===== config.mk =====
export PLATFORM = sky130hd
export DESIGN_NAME = pc_source_unit
export DESIGN_NICKNAME = d
export VERILOG_FILES = /design/src/rtl/pc_source_unit.sv
export SDC_FILE = /design/constraint.sdc
export NUM_CORES = 1
export LEC_CHECK = 0
export CAP_MARGIN = 20
export CORE_ASPECT_RATIO = 0.9
export CORE_MARGIN = 5
export CORE_UTILIZATION = 39
export CTS_CLUSTER_SIZE = 8
export DETAILED_ROUTE_END_ITERATION = 10
export HOLD_SLACK_MARGIN = 0.15
export PLACE_DENSITY = 0.91
export SKIP_LAST_GASP = 1
export SYNTH_ARGS = -nofsm -noshare
export SYNTH_HDL_FRONTEND = slang
export SYNTH_SLANG_ARGS = --single-unit
export TNS_END_PERCENT = 50

===== constraint.sdc =====
create_clock -name clk -period 3.3 [get_ports clk]
set_input_delay 0.825 -clock clk [delete_from_list [all_inputs] [get_ports clk]]
set_output_delay 0.825 -clock clk [all_outputs]
set_load 0.02 [all_outputs]

===== src/rtl/pc_source_unit.sv =====
// Next-PC source mux with a registered PC, an exception PC and a two-state RUN/EXC controller.
// The mux is combinational; the PC, EPC, cause and nested flag update one cycle after a write or exception.
module pc_source_unit #(
   parameter int               WIDTH    = 32,
   parameter int               NUM_SRC  = 5,
   parameter int               SEL_W    = 3,
   parameter logic [WIDTH-1:0] RESET_PC = '0,
   parameter int               EXC_SEL  = 3
) (
   input  logic                     clk,
   input  logic                     reset,
   input  logic [NUM_SRC*WIDTH-1:0] src_data,
   input  logic [SEL_W-1:0]         pc_source_control,
   input  logic                     pc_write,
   input  logic                     pc_write_cond,
   input  logic [1:0]               branch_mode,
   input  logic                     alu_zero,
   input  logic                     alu_gt,
   input  logic                     exc_req,
   output logic [WIDTH-1:0]         pc_next,
   output logic [WIDTH-1:0]         pc_out,
   output logic [WIDTH-1:0]         epc_out,
   output logic [1:0]               exc_cause,
   output logic                     in_exc,
   output logic                     nested_exc
);

   typedef enum logic {ST_RUN = 1'b0, ST_EXC = 1'b1} state_t;

   state_t           state_q, state_d;
   logic [WIDTH-1:0] pc_q, pc_d;
   logic [WIDTH-1:0] epc_q, epc_d;
   logic [1:0]       cause_q, cause_d;
   logic             nested_q, nested_d;
   logic             taken, wr_req, misaligned, exc_sel_hit;

   // Out-of-range selects fall through to the last channel.
   always_comb begin
      pc_next = src_data[(NUM_SRC-1)*WIDTH +: WIDTH];
      for (int k = 0; k < NUM_SRC-1; k++) begin
         if (pc_source_control == SEL_W'(k)) pc_next = src_data[k*WIDTH +: WIDTH];
      end
   end

   always_comb begin
      case (branch_mode)
         2'b00:   taken = alu_zero;
         2'b01:   taken = !alu_zero;
         2'b10:   taken = alu_gt;
         default: taken = !alu_gt;
      endcase
   end

   assign wr_req      = pc_write || (pc_write_cond && taken);
   assign misaligned  = wr_req && (pc_next[1:0] != 2'b00);
   assign exc_sel_hit = (pc_source_control == SEL_W'(EXC_SEL));

   always_ff @(posedge clk or negedge reset) begin
      if (!reset) begin
         state_q  <= ST_RUN;
         pc_q     <= RESET_PC;
         epc_q    <= '0;
         cause_q  <= 2'b00;
         nested_q <= 1'b0;
      end else begin
         state_q  <= state_d;
         pc_q     <= pc_d;
         epc_q    <= epc_d;
         cause_q  <= cause_d;
         nested_q <= nested_d;
      end
   end

   always_comb begin
      state_d = state_q;
      case (state_q)
         ST_RUN:  if (exc_req || misaligned) state_d = ST_EXC;
         default: if (wr_req && exc_sel_hit) state_d = ST_RUN;
      endcase
   end

   // Only the handler-select write leaves EXC; its target is trusted, so alignment is not checked.
   always_comb begin
      pc_d     = pc_q;
      epc_d    = epc_q;
      cause_d  = cause_q;
      nested_d = nested_q;
      if (state_q == ST_RUN) begin
         if (exc_req) begin
            epc_d   = pc_q;
            cause_d = 2'b01;
         end else if (misaligned) begin
            epc_d   = pc_q;
            cause_d = 2'b10;
         end else if (wr_req) begin
            pc_d = pc_next;
         end
      end else begin
         if (exc_req || (misaligned && !exc_sel_hit)) nested_d = 1'b1;
         if (wr_req && exc_sel_hit) begin
            pc_d    = pc_next;
            cause_d = 2'b00;
         end
      end
   end

   always_comb begin
      pc_out     = pc_q;
      epc_out    = epc_q;
      exc_cause  = cause_q;
      in_exc     = (state_q == ST_EXC);
      nested_exc = nested_q;
   end

endmodule


Word-level counts from Yosys, hierarchy flattened
Index checks and enable logic that the tools add are counted.
{"block": "op_classes", "n_shift": 0, "n_reduce_logical": 20, "n_div": 0, "bitwise_logic": 1, "add_sub_neg": 0, "mul": 0, "n_eq_ne": 8, "mux": 19, "order_cmp": 0}
{"cell": "$mux W32", "count": 11}
{"cell": "$mux W2", "count": 4}
{"cell": "$eq A3 B2 Y1 const B", "count": 2}
{"cell": "$reduce_and A2 Y1", "count": 3}
{"cell": "$reduce_bool A2 Y1", "count": 3}
{"cell": "$logic_and A1 B1 Y1", "count": 4}
{"cell": "$ne A2 B1 Y1 const B", "count": 2}
{"cell": "$reduce_and A4 Y1", "count": 1}
{"cell": "$eq A3 B1 Y1 const B", "count": 1}
{"cell": "$logic_not A1 Y1", "count": 3}
{"cell": "$logic_not A3 Y1", "count": 1}
{"cell": "$logic_or A1 B1 Y1", "count": 3}
{"cell": "$mux W1", "count": 3}
{"cell": "$pmux W1 S3", "count": 1}
{"cell": "$reduce_bool A3 Y1", "count": 1}
{"cell": "$eq A2 B1 Y1 const B", "count": 1}
{"cell": "$eq A2 B2 Y1 const B", "count": 1}
{"cell": "$logic_not A2 Y1", "count": 1}
{"cell": "$ne A2 B2 Y1 const B", "count": 1}
{"cell": "$not A1 Y1", "count": 1}
{"block": "totals", "ram_bits": 0, "memories": 0, "latchBits": 0, "wordCells": 53, "inputBits": 172, "output_inout_bits": 100, "mem_bits_ro": 0, "ff_bits": 68}

Logic depth before layout (Yosys ltp)
{"block": "logic_depth", "ltp_word": 10, "ltp_mapped": 8, "depth_no_buf": 5}

Worst setup path before layout
OpenSTA, ideal clock, no wires.
{"block": "synth_path", "path_kind": "input to output", "start": "in pc_source_control[0]", "end": "out pc_next[10]", "setup_slack_ps": 392, "arrival_ps": 2083, "n_path_buf": 2, "cell_stages": 4, "path_cell_list": "buf_4 buf_2 mux4_2 mux2_2"}
{"block": "synth_between", "elab_chain_cells": 5}
{"item": "from (decl)", "line": "13", "source": "input logic [SEL_W-1:0] pc_source_control,"}
{"item": "$logic_not A3 Y1", "line": "41", "source": "if (pc_source_control == SEL_W'(k)) pc_next = src_data[k*WIDTH +: WIDTH];"}
{"item": "$mux W32 (3 in a row)", "line": "41"}
{"item": "$mux W32 (*)", "line": "41"}
{"item": "to (decl)", "line": "20", "source": "output logic [WIDTH-1:0] pc_next,"}
Mark *: on every way between the ends. The rest lies on a longest branch, timed or not.

Final worst setup path
{"block": "layout_path", "start": "in src_data[125]", "end": "out pc_next[29]"}
{"block": "layout_between", "elab_chain_cells": 1}
{"item": "from (decl)", "line": "12", "source": "input logic [NUM_SRC*WIDTH-1:0] src_data,"}
{"item": "$mux W32", "line": "41"}
Every way passes these cells.

==> metrics.md <==
| Metric | Value |
|---|---|
| Power Dens Cells | `between 500 and 600 nW/µm²` |
| Mapped Nets | `between 500 and 600` |
| Slew Limit Fails | `0` |
| Max VDD drop | `between 0.3 and 0.4 mV` |
| Cts hold-fix bufs | `0` |
| Clock transition at path regs | `0.06 ns` |
| Die area | `14,500 µm²` |
| Top cell types by occurrence after synthesis | `dfrtp_1 (68), nand2_1 (40), nor2b_1 (34)` |
| Nets | `859` |
| Avg WL per Cell | `~21 µm` |
| Register area share after synthesis | `35.8%` |
| Sum Neg Setup Slack | `-0.351 ns` |
| Slack of the critical path | `-0.0534 ns` |
| Mean Syn Cell Area | `roughly 12 µm²` |
| Post-CTS Setup Inserts | `0` |
| CTS buffer count | `9` |
| Area grow syn2layout | `72.4%` |
| Synth area leaders | `dfrtp_1 (36%), mux4_2 (14%), mux2_4 (9.5%)` |
| DRC viols | `0` |
| Share of post-route cells with drive strength above 1 | `22.8%` |
| Vias in the first global route | `5,401` |
| Dominant synthesized flop cell | `dfrtp_1` |
| Vias/cell | `just under 6` |
| Final WL | `18,200 µm` |
| Initial antenna violation count | `0` |
| Ys async rst share | `100%` |
| Insertion delay to the later sink of the worst-skew pair | `0.32 ns` |
| Synth cell types | `37` |
| Yosys top cell by area | `dfrtp_1` |
| Top Ports | `272` |
| Final hold violations | `0` |
| Worst Skew | `0.00508 ns` |
| TritonRoute pass-1 iters | `5` |
| Crit Path Max Fanout | `2` |
| Static Leak | `3.18 nW` |
| Sink Count | `68` |
| Gate Count Post-Synth | `410` |
| Gr ovfl total | `0` |
| H-tree Lvls | `3` |
| Synthesized area | `4750 µm²` |
| CP Data Arrival Time | `2.53 ns` |
| HPWL Detailed | `13,600 µm` |
| Gpl congestion | `0.791` |
| Total power | `4.51 mW` |
| WHS | `0.515 ns` |
| Final worst path period need | `3.35 ns` |
| Startpoint Class | `input pin` |
| Worst slew pin tran | `0.883 ns` |
| Buffers on Ports | `271` |
| Setup CP Type | `input pin to output pin` |
| Initial DRC Count | `495` |
| Antenna diodes | `0` |
| RSZ-0062 raised after global routing | `yes` |
| #FFs+latches synth | `68` |
| Fill cells | `911` |
| Die width | `126 µm` |
| Post-Route Utilization | `68.3%` |
| First-pass GRT wire length | `28,000 µm` |
| DR vias | `4,931` |
| Count leader, synth | `dfrtp_1` |
| Synth Warn # | `0` |
| Setup violators final | `8` |
| Core ar. | `12,000 µm²` |
| All-Layer GR Usage | `24.3%` |
| Maxcap violations | `0` |
| CTS Root Buffer Type | `clkbuf_16` |
| Die height | `approximately 110 µm` |
| Final ANT Viol Nets | `0` |
| Critical Path RT | `2.47 ns` |
| Starting density of the core | `39.6%` |
| Clock buffer depth | `2` |
| Post-synth EDFFs | `0` |
| TritonCTS clock tree | `yes` |
| Max Fclk | `298 MHz` |
| Run status | `finished, violations left` |
| CP endpoint kind | `output pin` |
| Cell Rows | `38` |
| Worst hold-check path type | `register to register` |
| Final worst-path cycle share | `102%` |
| Rel. slew slack | `41.0%` |
| Violated checks | `negative setup slack` |
| Yosys top cell area share | `35.8%` |
| Largest net degree at the start of global routing | `74` |
==> flip-flops by register name, indices dropped and copies added, names as in the netlist <==
register	flops
epc_out	32
exc_cause	2
in_exc	1
nested_exc	1
pc_out	32
==> worst max-delay path: stages <==
cell and delay (ns):
clkdlybuf4s50_1 0.40, mux4_2 0.46, mux2_2 0.29, clkdlybuf4s50_1 0.55
==> kinds of logic (layout without fill, tap and decap cells) <==
logic type	Yosys count	after routing	share of synthesized area [%]
and+or+nand+nor	154	154	18.8
muxes	94	94	31.7
DFF	68	68	35.8
AOI/OAI and AO/OA	49	49	9.43
buffers and inverters	45	327	4.27
==> path summary, 6_finish.rpt <==
kind / slack (ns) / cells after the start / start / end
setup / recovery: -0.05 / 4 / src_data[125] / pc_next[29]
hold / removal: 0.51 / 2 / nested_exc / nested_exc
setup reg to reg: 1.14 / 5 / in_exc / pc_out[17]
hold reg to reg: 0.51 / 2 / nested_exc / nested_exc
max in group asynchronous: 2.06 / 1 / reset / in_exc
min in group asynchronous: 0.63 / 1 / reset / pc_out[30]
==> per-stage QoR <==
step	setup WS (ns)	cells	instance area, µm²
6_report	-0.0534	852	8190
5_1_grt	-0.101	852	8190
4_1_cts	-0.0710	852	8170
3_5_place_dp	-0.135	836	7850
3_3_place_gp	-0.0981	836	7850
2_1_floorplan	0.392	410	4750
==> routing by layer <==
layer  routed length [µm]  global-route usage (%)  vias to the layer above
met2                 9710                    44.2                      277
met4                  463                    8.86                        0
met1                 6520                    27.0                     2440
met5                    0                       0                        -
met3                 1540                    7.23                       36
li1                     -                       -                     2178
==> what timing repair did <==
action	CTS	global route
pin swaps	0	0
resized for setup	15	8
endpoints found under the setup margin	31	17
==> placed cells by master (no fill, tap or decap), types with 7 or more instances in the layout <==
cell type / netlist / layout
nand3_1: 32 / 32
mux2_2: 30 / 30
nor2b_1: 34 / 33
clkbuf_16: 0 / 9
mux2_4: 30 / 30
buf_4: 1 / 33
nand4b_1: 32 / 32
dlygate4sd2_1: 0 / 15
dlymetal6s2s_1: 0 / 8
nand2_1: 40 / 40
buf_12: 0 / 7
dfrtp_1: 68 / 67
a222oi_1: 33 / 33
mux4_2: 30 / 30
clkdlybuf4s50_1: 0 / 243
==> layout make-up <==
class / instances / area [µm²] / share of cell area [%]
clock buffer: 9 / 225 / 2.75
clock inverter: 7 / 115 / 1.41
inverter: 1 / 3.75 / 0.0459
multi-input combinational: 297 / 2870 / 35.0
sequential: 68 / 1700 / 20.8
tap: 160 / 200 / 2.45
timing repair buffer: 310 / 3070 / 37.5
==> where the power goes <==
| group | internal, mW | total [mW] | switching, mW |
|---|---|---|---|
| combinational | 1.15 | 2.06 | 0.903 |
| clock | 0.735 | 1.11 | 0.371 |
| sequential | 1.09 | 1.35 | 0.261 |
| total | 2.98 | 4.51 | 1.53 |
(Power assumes the default switching activity.)
